===== config.mk =====
export PLATFORM = sky130hd
export DESIGN_NAME = rv0_exu_sched_flat
export DESIGN_NICKNAME = d
export VERILOG_FILES = /design/src/rtl/rv0_exu_sched_if.sv /design/src/rtl/rv0_exu_sched.sv /design/src/flat_wrapper.sv
export SDC_FILE = /design/constraint.sdc
export NUM_CORES = 1
export LEC_CHECK = 0
export CORE_AREA = 2 2 120 122
export DETAILED_ROUTE_END_ITERATION = 10
export DIE_AREA = 0 0 122 124
export MAX_ROUTING_LAYER = met4
export PLACE_DENSITY = 0.83
export SLEW_MARGIN = 0
export SYNTH_ARGS = -nofsm -noshare
export SYNTH_HDL_FRONTEND = slang
export SYNTH_SLANG_ARGS = --single-unit
export TNS_END_PERCENT = 50

===== constraint.sdc =====
create_clock -name clk_i -period 4 [get_ports clk_i]
set_clock_uncertainty 0.1 [all_clocks]
set_input_delay 0.8 -clock clk_i [delete_from_list [all_inputs] [get_ports clk_i]]
set_output_delay 0.8 -clock clk_i [all_outputs]
set_load 0.05 [all_outputs]

===== src/rtl/rv0_exu_sched_if.sv =====
// Scheduler-side bundle: IDU issue, IB input/output, MDU control and EXU result signals.
// Signal suffixes are from the scheduler's point of view.
interface rv0_exu_sched_if #(
    parameter int unsigned XLEN  = 32,
    parameter int unsigned CNT_W = 6
);
    logic [31:0]      idu_insn_i;
    logic [XLEN-1:0]  idu_addr_i;
    logic             idu_rdy_i;
    logic             idu_ack_o;
    logic             ib_rdy_o;
    logic             ib_ack_i;
    logic             ib_out_rdy_i;
    logic [XLEN-1:0]  ib_out_wdata_i;
    logic [31:0]      ib_out_insn_i;
    logic [XLEN-1:0]  ib_out_addr_i;
    logic             ib_out_ack_o;
    logic             mdu_start_o;
    logic             mdu_abort_o;
    logic             mdu_done_i;
    logic [XLEN-1:0]  mdu_wdata_i;
    logic             kill_i;
    logic             exu_rdy_o;
    logic             exu_ack_i;
    logic [XLEN-1:0]  exu_wdata_o;
    logic [31:0]      exu_insn_o;
    logic [XLEN-1:0]  exu_addr_o;
    logic [CNT_W-1:0] mdu_cyc_o;

    modport slave (
        input  idu_insn_i, idu_addr_i, idu_rdy_i, ib_ack_i,
               ib_out_rdy_i, ib_out_wdata_i, ib_out_insn_i, ib_out_addr_i,
               mdu_done_i, mdu_wdata_i, kill_i, exu_ack_i,
        output idu_ack_o, ib_rdy_o, ib_out_ack_o, mdu_start_o, mdu_abort_o,
               exu_rdy_o, exu_wdata_o, exu_insn_o, exu_addr_o, mdu_cyc_o
    );

    modport master (
        output idu_insn_i, idu_addr_i, idu_rdy_i, ib_ack_i,
               ib_out_rdy_i, ib_out_wdata_i, ib_out_insn_i, ib_out_addr_i,
               mdu_done_i, mdu_wdata_i, kill_i, exu_ack_i,
        input  idu_ack_o, ib_rdy_o, ib_out_ack_o, mdu_start_o, mdu_abort_o,
               exu_rdy_o, exu_wdata_o, exu_insn_o, exu_addr_o, mdu_cyc_o
    );
endinterface


===== src/rtl/rv0_exu_sched.sv =====
// Execute-stage issue scheduler: steers IDU instructions to IB or MDU, stalls
// while an MDU op is outstanding and merges results onto the EXU output in order.
module rv0_exu_sched #(
    parameter int unsigned XLEN  = 32,
    parameter int unsigned CNT_W = 6
) (
    input logic               clk_i,
    input logic               rst_ni,
    rv0_exu_sched_if.slave    bus
);
    typedef enum logic [1:0] {IDLE, BUSY, DONE} state_e;

    state_e           state_q, state_d;
    logic [31:0]      insn_q, insn_d;
    logic [XLEN-1:0]  addr_q, addr_d;
    logic [XLEN-1:0]  wdata_q, wdata_d;
    logic [CNT_W-1:0] cnt_q, cnt_d;

    logic is_mdu;
    logic idu_ack, ib_rdy, start, abort, exu_rdy, ib_out_ack;

    assign is_mdu = (bus.idu_insn_i[6:0] == 7'b0110011) && (bus.idu_insn_i[31:25] == 7'b0000001);

    always_comb begin
        state_d = state_q;
        insn_d  = insn_q;
        addr_d  = addr_q;
        wdata_d = wdata_q;
        cnt_d   = cnt_q;
        idu_ack = 1'b0;
        ib_rdy  = 1'b0;
        start   = 1'b0;
        abort   = 1'b0;
        unique case (state_q)
            IDLE: begin
                if (bus.idu_rdy_i && is_mdu) begin
                    idu_ack = 1'b1;
                    start   = 1'b1;
                    insn_d  = bus.idu_insn_i;
                    addr_d  = bus.idu_addr_i;
                    cnt_d   = '0;
                    state_d = BUSY;
                end else begin
                    ib_rdy  = bus.idu_rdy_i;
                    idu_ack = bus.ib_ack_i;
                end
            end
            BUSY: begin
                if (cnt_q != '1) cnt_d = cnt_q + 1'b1;
                // Kill takes priority over a same-cycle done; the result is dropped.
                if (bus.kill_i) begin
                    abort   = 1'b1;
                    state_d = IDLE;
                end else if (bus.mdu_done_i) begin
                    wdata_d = bus.mdu_wdata_i;
                    state_d = DONE;
                end
            end
            DONE: begin
                if (bus.kill_i) state_d = IDLE;
                else if (!bus.ib_out_rdy_i && bus.exu_ack_i) state_d = IDLE;
            end
            default: state_d = IDLE;
        endcase
    end

    // Any pending IB entry predates the MDU op, so it always drains first.
    always_comb begin
        if (bus.ib_out_rdy_i) begin
            exu_rdy         = 1'b1;
            ib_out_ack      = bus.exu_ack_i;
            bus.exu_wdata_o = bus.ib_out_wdata_i;
            bus.exu_insn_o  = bus.ib_out_insn_i;
            bus.exu_addr_o  = bus.ib_out_addr_i;
        end else begin
            exu_rdy         = (state_q == DONE);
            ib_out_ack      = 1'b0;
            bus.exu_wdata_o = wdata_q;
            bus.exu_insn_o  = insn_q;
            bus.exu_addr_o  = addr_q;
        end
    end

    // Handshake and pulse outputs are forced low for the whole reset window.
    assign bus.idu_ack_o    = rst_ni & idu_ack;
    assign bus.ib_rdy_o     = rst_ni & ib_rdy;
    assign bus.mdu_start_o  = rst_ni & start;
    assign bus.mdu_abort_o  = rst_ni & abort;
    assign bus.exu_rdy_o    = rst_ni & exu_rdy;
    assign bus.ib_out_ack_o = rst_ni & ib_out_ack;
    assign bus.mdu_cyc_o    = cnt_q;

    always_ff @(posedge clk_i or negedge rst_ni) begin
        if (!rst_ni) begin
            state_q <= IDLE;
            insn_q  <= '0;
            addr_q  <= '0;
            wdata_q <= '0;
            cnt_q   <= '0;
        end else begin
            state_q <= state_d;
            insn_q  <= insn_d;
            addr_q  <= addr_d;
            wdata_q <= wdata_d;
            cnt_q   <= cnt_d;
        end
    end
endmodule


===== src/flat_wrapper.sv =====
// flat-port wrapper written by rule: the top's interface ports become plain ports
module rv0_exu_sched_flat 
#(
    parameter int unsigned XLEN  = 32,
    parameter int unsigned CNT_W = 6
)
  (clk_i, rst_ni, bus_idu_insn_i, bus_idu_addr_i, bus_idu_rdy_i, bus_ib_ack_i, bus_ib_out_rdy_i, bus_ib_out_wdata_i, bus_ib_out_insn_i, bus_ib_out_addr_i, bus_mdu_done_i, bus_mdu_wdata_i, bus_kill_i, bus_exu_ack_i, bus_idu_ack_o, bus_ib_rdy_o, bus_ib_out_ack_o, bus_mdu_start_o, bus_mdu_abort_o, bus_exu_rdy_o, bus_exu_wdata_o, bus_exu_insn_o, bus_exu_addr_o, bus_mdu_cyc_o);
  rv0_exu_sched_if #(.XLEN(XLEN), .CNT_W(CNT_W)) bus_i ();
  input logic clk_i;
  input logic rst_ni;
  input wire logic [$bits(bus_i.idu_insn_i)-1:0] bus_idu_insn_i;
  input wire logic [$bits(bus_i.idu_addr_i)-1:0] bus_idu_addr_i;
  input wire logic [$bits(bus_i.idu_rdy_i)-1:0] bus_idu_rdy_i;
  input wire logic [$bits(bus_i.ib_ack_i)-1:0] bus_ib_ack_i;
  input wire logic [$bits(bus_i.ib_out_rdy_i)-1:0] bus_ib_out_rdy_i;
  input wire logic [$bits(bus_i.ib_out_wdata_i)-1:0] bus_ib_out_wdata_i;
  input wire logic [$bits(bus_i.ib_out_insn_i)-1:0] bus_ib_out_insn_i;
  input wire logic [$bits(bus_i.ib_out_addr_i)-1:0] bus_ib_out_addr_i;
  input wire logic [$bits(bus_i.mdu_done_i)-1:0] bus_mdu_done_i;
  input wire logic [$bits(bus_i.mdu_wdata_i)-1:0] bus_mdu_wdata_i;
  input wire logic [$bits(bus_i.kill_i)-1:0] bus_kill_i;
  input wire logic [$bits(bus_i.exu_ack_i)-1:0] bus_exu_ack_i;
  output wire logic [$bits(bus_i.idu_ack_o)-1:0] bus_idu_ack_o;
  output wire logic [$bits(bus_i.ib_rdy_o)-1:0] bus_ib_rdy_o;
  output wire logic [$bits(bus_i.ib_out_ack_o)-1:0] bus_ib_out_ack_o;
  output wire logic [$bits(bus_i.mdu_start_o)-1:0] bus_mdu_start_o;
  output wire logic [$bits(bus_i.mdu_abort_o)-1:0] bus_mdu_abort_o;
  output wire logic [$bits(bus_i.exu_rdy_o)-1:0] bus_exu_rdy_o;
  output wire logic [$bits(bus_i.exu_wdata_o)-1:0] bus_exu_wdata_o;
  output wire logic [$bits(bus_i.exu_insn_o)-1:0] bus_exu_insn_o;
  output wire logic [$bits(bus_i.exu_addr_o)-1:0] bus_exu_addr_o;
  output wire logic [$bits(bus_i.mdu_cyc_o)-1:0] bus_mdu_cyc_o;
  assign bus_i.idu_insn_i = bus_idu_insn_i;
  assign bus_i.idu_addr_i = bus_idu_addr_i;
  assign bus_i.idu_rdy_i = bus_idu_rdy_i;
  assign bus_i.ib_ack_i = bus_ib_ack_i;
  assign bus_i.ib_out_rdy_i = bus_ib_out_rdy_i;
  assign bus_i.ib_out_wdata_i = bus_ib_out_wdata_i;
  assign bus_i.ib_out_insn_i = bus_ib_out_insn_i;
  assign bus_i.ib_out_addr_i = bus_ib_out_addr_i;
  assign bus_i.mdu_done_i = bus_mdu_done_i;
  assign bus_i.mdu_wdata_i = bus_mdu_wdata_i;
  assign bus_i.kill_i = bus_kill_i;
  assign bus_i.exu_ack_i = bus_exu_ack_i;
  assign bus_idu_ack_o = bus_i.idu_ack_o;
  assign bus_ib_rdy_o = bus_i.ib_rdy_o;
  assign bus_ib_out_ack_o = bus_i.ib_out_ack_o;
  assign bus_mdu_start_o = bus_i.mdu_start_o;
  assign bus_mdu_abort_o = bus_i.mdu_abort_o;
  assign bus_exu_rdy_o = bus_i.exu_rdy_o;
  assign bus_exu_wdata_o = bus_i.exu_wdata_o;
  assign bus_exu_insn_o = bus_i.exu_insn_o;
  assign bus_exu_addr_o = bus_i.exu_addr_o;
  assign bus_mdu_cyc_o = bus_i.mdu_cyc_o;
  rv0_exu_sched #(.XLEN(XLEN), .CNT_W(CNT_W)) u_core (.clk_i(clk_i), .rst_ni(rst_ni), .bus(bus_i));
endmodule

# Word level (Yosys, flattened, before mapping)
# Index checks and enable logic that the tools add are counted.
# classes
n_mux	22
bitwise	7
n_addsub	1
reduce_logical	10
eq_ne	9
# op_table
op	count
two-way mux 32 bit	3
two-way mux 6 bit	2
case mux 6 bit (2 select lines)	1
two-way mux 1 bit	10
two-way mux 2 bit	5
AND reduction 3 bit	3
== test 7 x 1 -> 1 bit, second input constant	1
== test 7 x 6 -> 1 bit, second input constant	1
adder 6 x 1 -> 6 bit, second input constant	1
bitwise AND 1 bit	6
!= test 6 bit, second input constant	1
case mux 2 bit (3 select lines)	1
!= test 2 x 1 -> 1 bit, second input constant	2
logical AND 1 bit	3
!= test 3 x 2 -> 1 bit, second input constant	1
!= test 3 bit, second input constant	1
== test 2 x 1 -> 1 bit, second input constant	1
== test 2 bit, second input constant	1
zero test 2 bit	1
AND reduction 2 bit	1
nonzero test 2 bit	1
zero test 1 bit	1
inverter 1 bit	1
# totals
reg_bits	104
in_bits	200

# Depth between registers and ports, before layout
# logic_depth
depth_word	6
mapped_depth	6
ltp_nobuf	5

# Worst setup path before layout
# No wires, ideal clock.
# synth_timing
path_type	input -> output
startpoint	input bus_idu_insn_i[27]
endpoint	output bus_mdu_start_o
required_ns	3.100
setup_slack_ns	0.863
n_path_buf	1
arrival_time_ns	2.237
cell_stages	5
path_cell_list	nor4_4 > nand4_2 > nor3_4 > clkbuf_1 > and2_1
# synth_between
elab_chain_len	6
# synth_rtl
element	line	source
start: declaration	flat_wrapper.sv:11	input wire logic [$bits(bus_i.idu_insn_i)-1:0] bus_idu_insn_i;
== test 7 x 1 -> 1 bit	rv0_exu_sched.sv:22	assign is_mdu = (bus.idu_insn_i[6:0] == 7'b0110011) && (bus.idu_insn_i[31:25] == 7'b0000001);
logical AND 1 bit	rv0_exu_sched.sv:22	
logical AND 1 bit	rv0_exu_sched.sv:36	if (bus.idu_rdy_i && is_mdu) begin
two-way mux 1 bit	rv0_exu_sched.sv:36	
two-way mux 1 bit	rv0_exu_sched.sv:34	unique case (state_q)
bitwise AND 1 bit	rv0_exu_sched.sv:87	assign bus.mdu_start_o = rst_ni & start;
end: declaration	flat_wrapper.sv:26	output wire logic [$bits(bus_i.mdu_start_o)-1:0] bus_mdu_start_o;
# Every way passes these cells.

# Final worst setup path
# layout_timing
startpoint	input bus_idu_insn_i[27]
endpoint	output bus_idu_ack_o
# layout_between
elab_chain_len	6
# layout_rtl
element	line	source
== test 7 x 1 -> 1 bit	rv0_exu_sched.sv:22	
logical AND 1 bit	rv0_exu_sched.sv:22	
logical AND 1 bit	rv0_exu_sched.sv:36	
two-way mux 1 bit	rv0_exu_sched.sv:36	
two-way mux 1 bit	rv0_exu_sched.sv:34	
bitwise AND 1 bit	rv0_exu_sched.sv:85	assign bus.idu_ack_o = rst_ni & idu_ack;
end: declaration	flat_wrapper.sv:23	output wire logic [$bits(bus_i.idu_ack_o)-1:0] bus_idu_ack_o;
# Every way passes these cells.

==> flow_summary.json <==
{
  "cts_inserted_buffers": 9,
  "synth_compound_area_share_pct": 1.871,
  "hold_ws_ns": 0.2441,
  "fmax_mhz": 271.7,
  "dpl.hpwl_um": 11540,
  "async_flop_share_pct": 100.0,
  "synth_edf_count": 0,
  "synthMuxAreaShare_pct": 38.44,
  "synthXorXnorAreaFrac_pct": 0,
  "cts_sinks": 104,
  "fin_nets": 883,
  "slew_violations": 0,
  "slew_headroom_pct": 44.10,
  "cts_resized": 0,
  "first_pass_iters": 4,
  "worst_pin_slew_ns": 0.8384,
  "ant_nets": 0,
  "viasPerCell": 4.852,
  "groute.usage.overall_pct": 19.84,
  "ctsLongestPathBuffers": 2,
  "post_drt_wl_per_cell_um": 17.29,
  "gp_congestion": 0.8591,
  "synth_top_family_by_area": "multiplexers",
  "routed_wl_um": 14990,
  "ys_types": 32,
  "required_ns": 3.10,
  "critical_path_class": "input port to output pin",
  "comb_power_share_pct": 24.9,
  "min_period_ns": 3.681,
  "antenna_found_initial": 0,
  "tns_ns": 0,
  "startpoint": "bus_idu_insn_i[27]",
  "intPower_mw": 1.944,
  "cellLeakagePower_nw": 3.940,
  "netlist_instances": 382,
  "syn_nets": 583,
  "syn_avg_cell_area_um2": 13.65,
  "area_growth_pct": 67.95,
  "ioPinCount": 308,
  "grt_max_degree": 100,
  "via_count": 4207,
  "clockPowerShare_pct": 34.7,
  "cts_tree": "built",
  "grt_pass1_vias": 4504,
  "holdBufCountCts": 0,
  "drive_gt1_share_pct": 30.42,
  "grt_pass1_wl_um": 22750,
  "io_buffers": 307,
  "ys.warnings.count": 0,
  "setup_viol": 0,
  "arrival_ns": 2.78,
  "fp-row-count": 43,
  "min_period_over_period_pct": 92.02,
  "rsz0062_at_grt": "no",
  "status": "finished clean",
  "die_h_um": 124,
  "nFillCells": 1010,
  "power.share.sequential_pct": 40.5,
  "r2r_start": "u_core.state_q[0]",
  "gr-total-overflow": 0,
  "synth-main-ff-cell": "dfrtp_1",
  "coreArea_um2": 13720,
  "ys_seq_area_share_pct": 49.90,
  "ys_ff_latch": 104,
  "syn_area_um2": 5215,
  "antennaDiodeCount": 0,
  "endpoint_kind": "output pin",
  "clock-root-buffer": "clkbuf_16",
  "worstPathMaxFanout": 4,
  "cts_setup_buffers": 0,
  "powerDensity_nw_per_um2": 302.3,
  "die_area_um2": 15130,
  "vdd_drop_max_mv": 0.2291,
  "drc": 0,
  "drt-initial-drc-count": 159,
  "clock_latency_ns": 0.34,
  "start_kind": "input port",
  "min_path_type": "input port to async pin",
  "htree_levels": 3,
  "p_sw_mw": 0.7030,
  "sw_frac_of_total_pct": 26.55,
  "finalHoldViolations": 0,
  "yosys.area_share.adder_pct": 0.2399,
  "start_util_pct": 38.01,
  "clkTransAtPathRegs_ns": 0.06,
  "maxCapViolCount": 0,
  "dieWidth_um": 122,
  "synthSimpleGateAreaFrac_pct": 6.862
}
[flip-flops by register name, indices dropped and copies added, names as in the netlist]
| signal | flops |
|---|---|
| u_core.insn_q | 32 |
| u_core.addr_q | 32 |
| u_core.wdata_q | 32 |
| u_core.state_q | 2 |
| u_core.bus.mdu_cyc_o | 6 |
[cell families after synthesis]
logic type,count (synthesis)
AO/OA/AOI/OAI,17
adder cells (fa/ha/maj),1
buffers and inverters,26
flip-flops,104
multiplexers,178
AND/OR/NAND/NOR,56
[worst max-delay path, cell delays in order]
cell             delay [ns]
clkdlybuf4s50_1        0.44
nor4_4                 0.31
nand4_2                0.20
a21oi_1                0.20
clkdlybuf4s50_1        0.83
[per-layer routing]
metal  GRT usage [%]  routed length (um)
met1           23.21                5974
met2           34.36                7542
met3           3.571                1165
met4           7.256                 309
met5               -                   0
[synthesized netlist by cell type (2+ instances only)]
master	count	area share, %
dfrtp_1	104	50
clkbuf_1	11	0.79
mux2_2	175	38
nor2b_1	13	1.6
and4bb_2	2	0.48
nor2_1	5	0.36
inv_1	3	0.22
or2_2	5	0.60
a21oi_1	2	0.19
mux2_1	3	0.65
nand2_1	11	0.79
and3b_1	2	0.34
a31oi_1	2	0.24
nor3_1	2	0.19
buf_2	7	0.67
nand3_1	4	0.38
o21ai_0	9	0.86
buf_6	4	0.86
and3_1	4	0.48
o21a_1	2	0.29
[cell usage in the layout, fill, tap and decap left out, drive strengths merged]
cell and instances:
nand3 4, nand4 1, a31oi 2, or2 6, o311ai 1, o21ai 9
and4bb 2, nor3 3, clkbuf 10, and2 1, nor2 5, ha 1
inv 3, dfrtp 104, clkinv 4, nand2b 1, nand2 11, and3b 2
o22ai 1, buf 8, a21oi 2, bufinv 2, nor4 2, mux2 178
and3 4, nor3b 1, clkdlybuf4s50 304, nor2b 13, o21a 2
[power groups by stage]
stage / registers [mW] / logic [mW] / clock network, mW
5_1_grt: 1.07 / 0.690 / 0.986
3_5_place_dp: 1.09 / 0.661 / 0
2_1_floorplan: 1.09 / 0.322 / 0
6_report: 1.07 / 0.658 / 0.918
3_3_place_gp: 1.09 / 0.651 / 0
4_1_cts: 1.07 / 0.664 / 0.943
[layout make-up]
class	instances	area, um^2	share of cell area (%)
sequential	104	2603	29.71
timing repair buffer	312	3128	35.71
tap	180	225.2	2.571
clock inverter	6	83.83	0.9571
multi-input combinational	252	2479	28.30
inverter	3	11.26	0.1286
clock buffer	10	229.0	2.614
[metrics by stage]
step / setup slack (ns) / instances / total power [mW] / utilization [%] / cell area [um^2]
after floorplan: 0.8629 / 382 / 1.411 / - / 5215
after global placement: 0.3535 / 851 / 1.743 / 61.56 / 8446
after detailed placement: 0.3016 / 851 / 1.753 / 61.56 / 8446
after CTS: 0.3071 / 867 / 2.679 / 63.84 / 8758
after global routing: 0.2123 / 867 / 2.749 / 63.84 / 8758
final: 0.3191 / 867 / 2.647 / 63.84 / 8758
[path summary, 6_finish.rpt]
path / cells past startpoint / slack, ns / endpoint
max reg2reg: 3 / 1.96 / u_core.addr_q[7]
min reg2reg: 1 / 0.37 / u_core.insn_q[4]
max: 5 / 0.32 / bus_idu_ack_o
max in group asynchronous: 3 / 2.08 / u_core.addr_q[3]
min: 1 / 0.24 / u_core.addr_q[29]
min in group clk_i: 1 / 0.37 / u_core.insn_q[4]
Note: power is estimated with default switching activity, not from simulation.
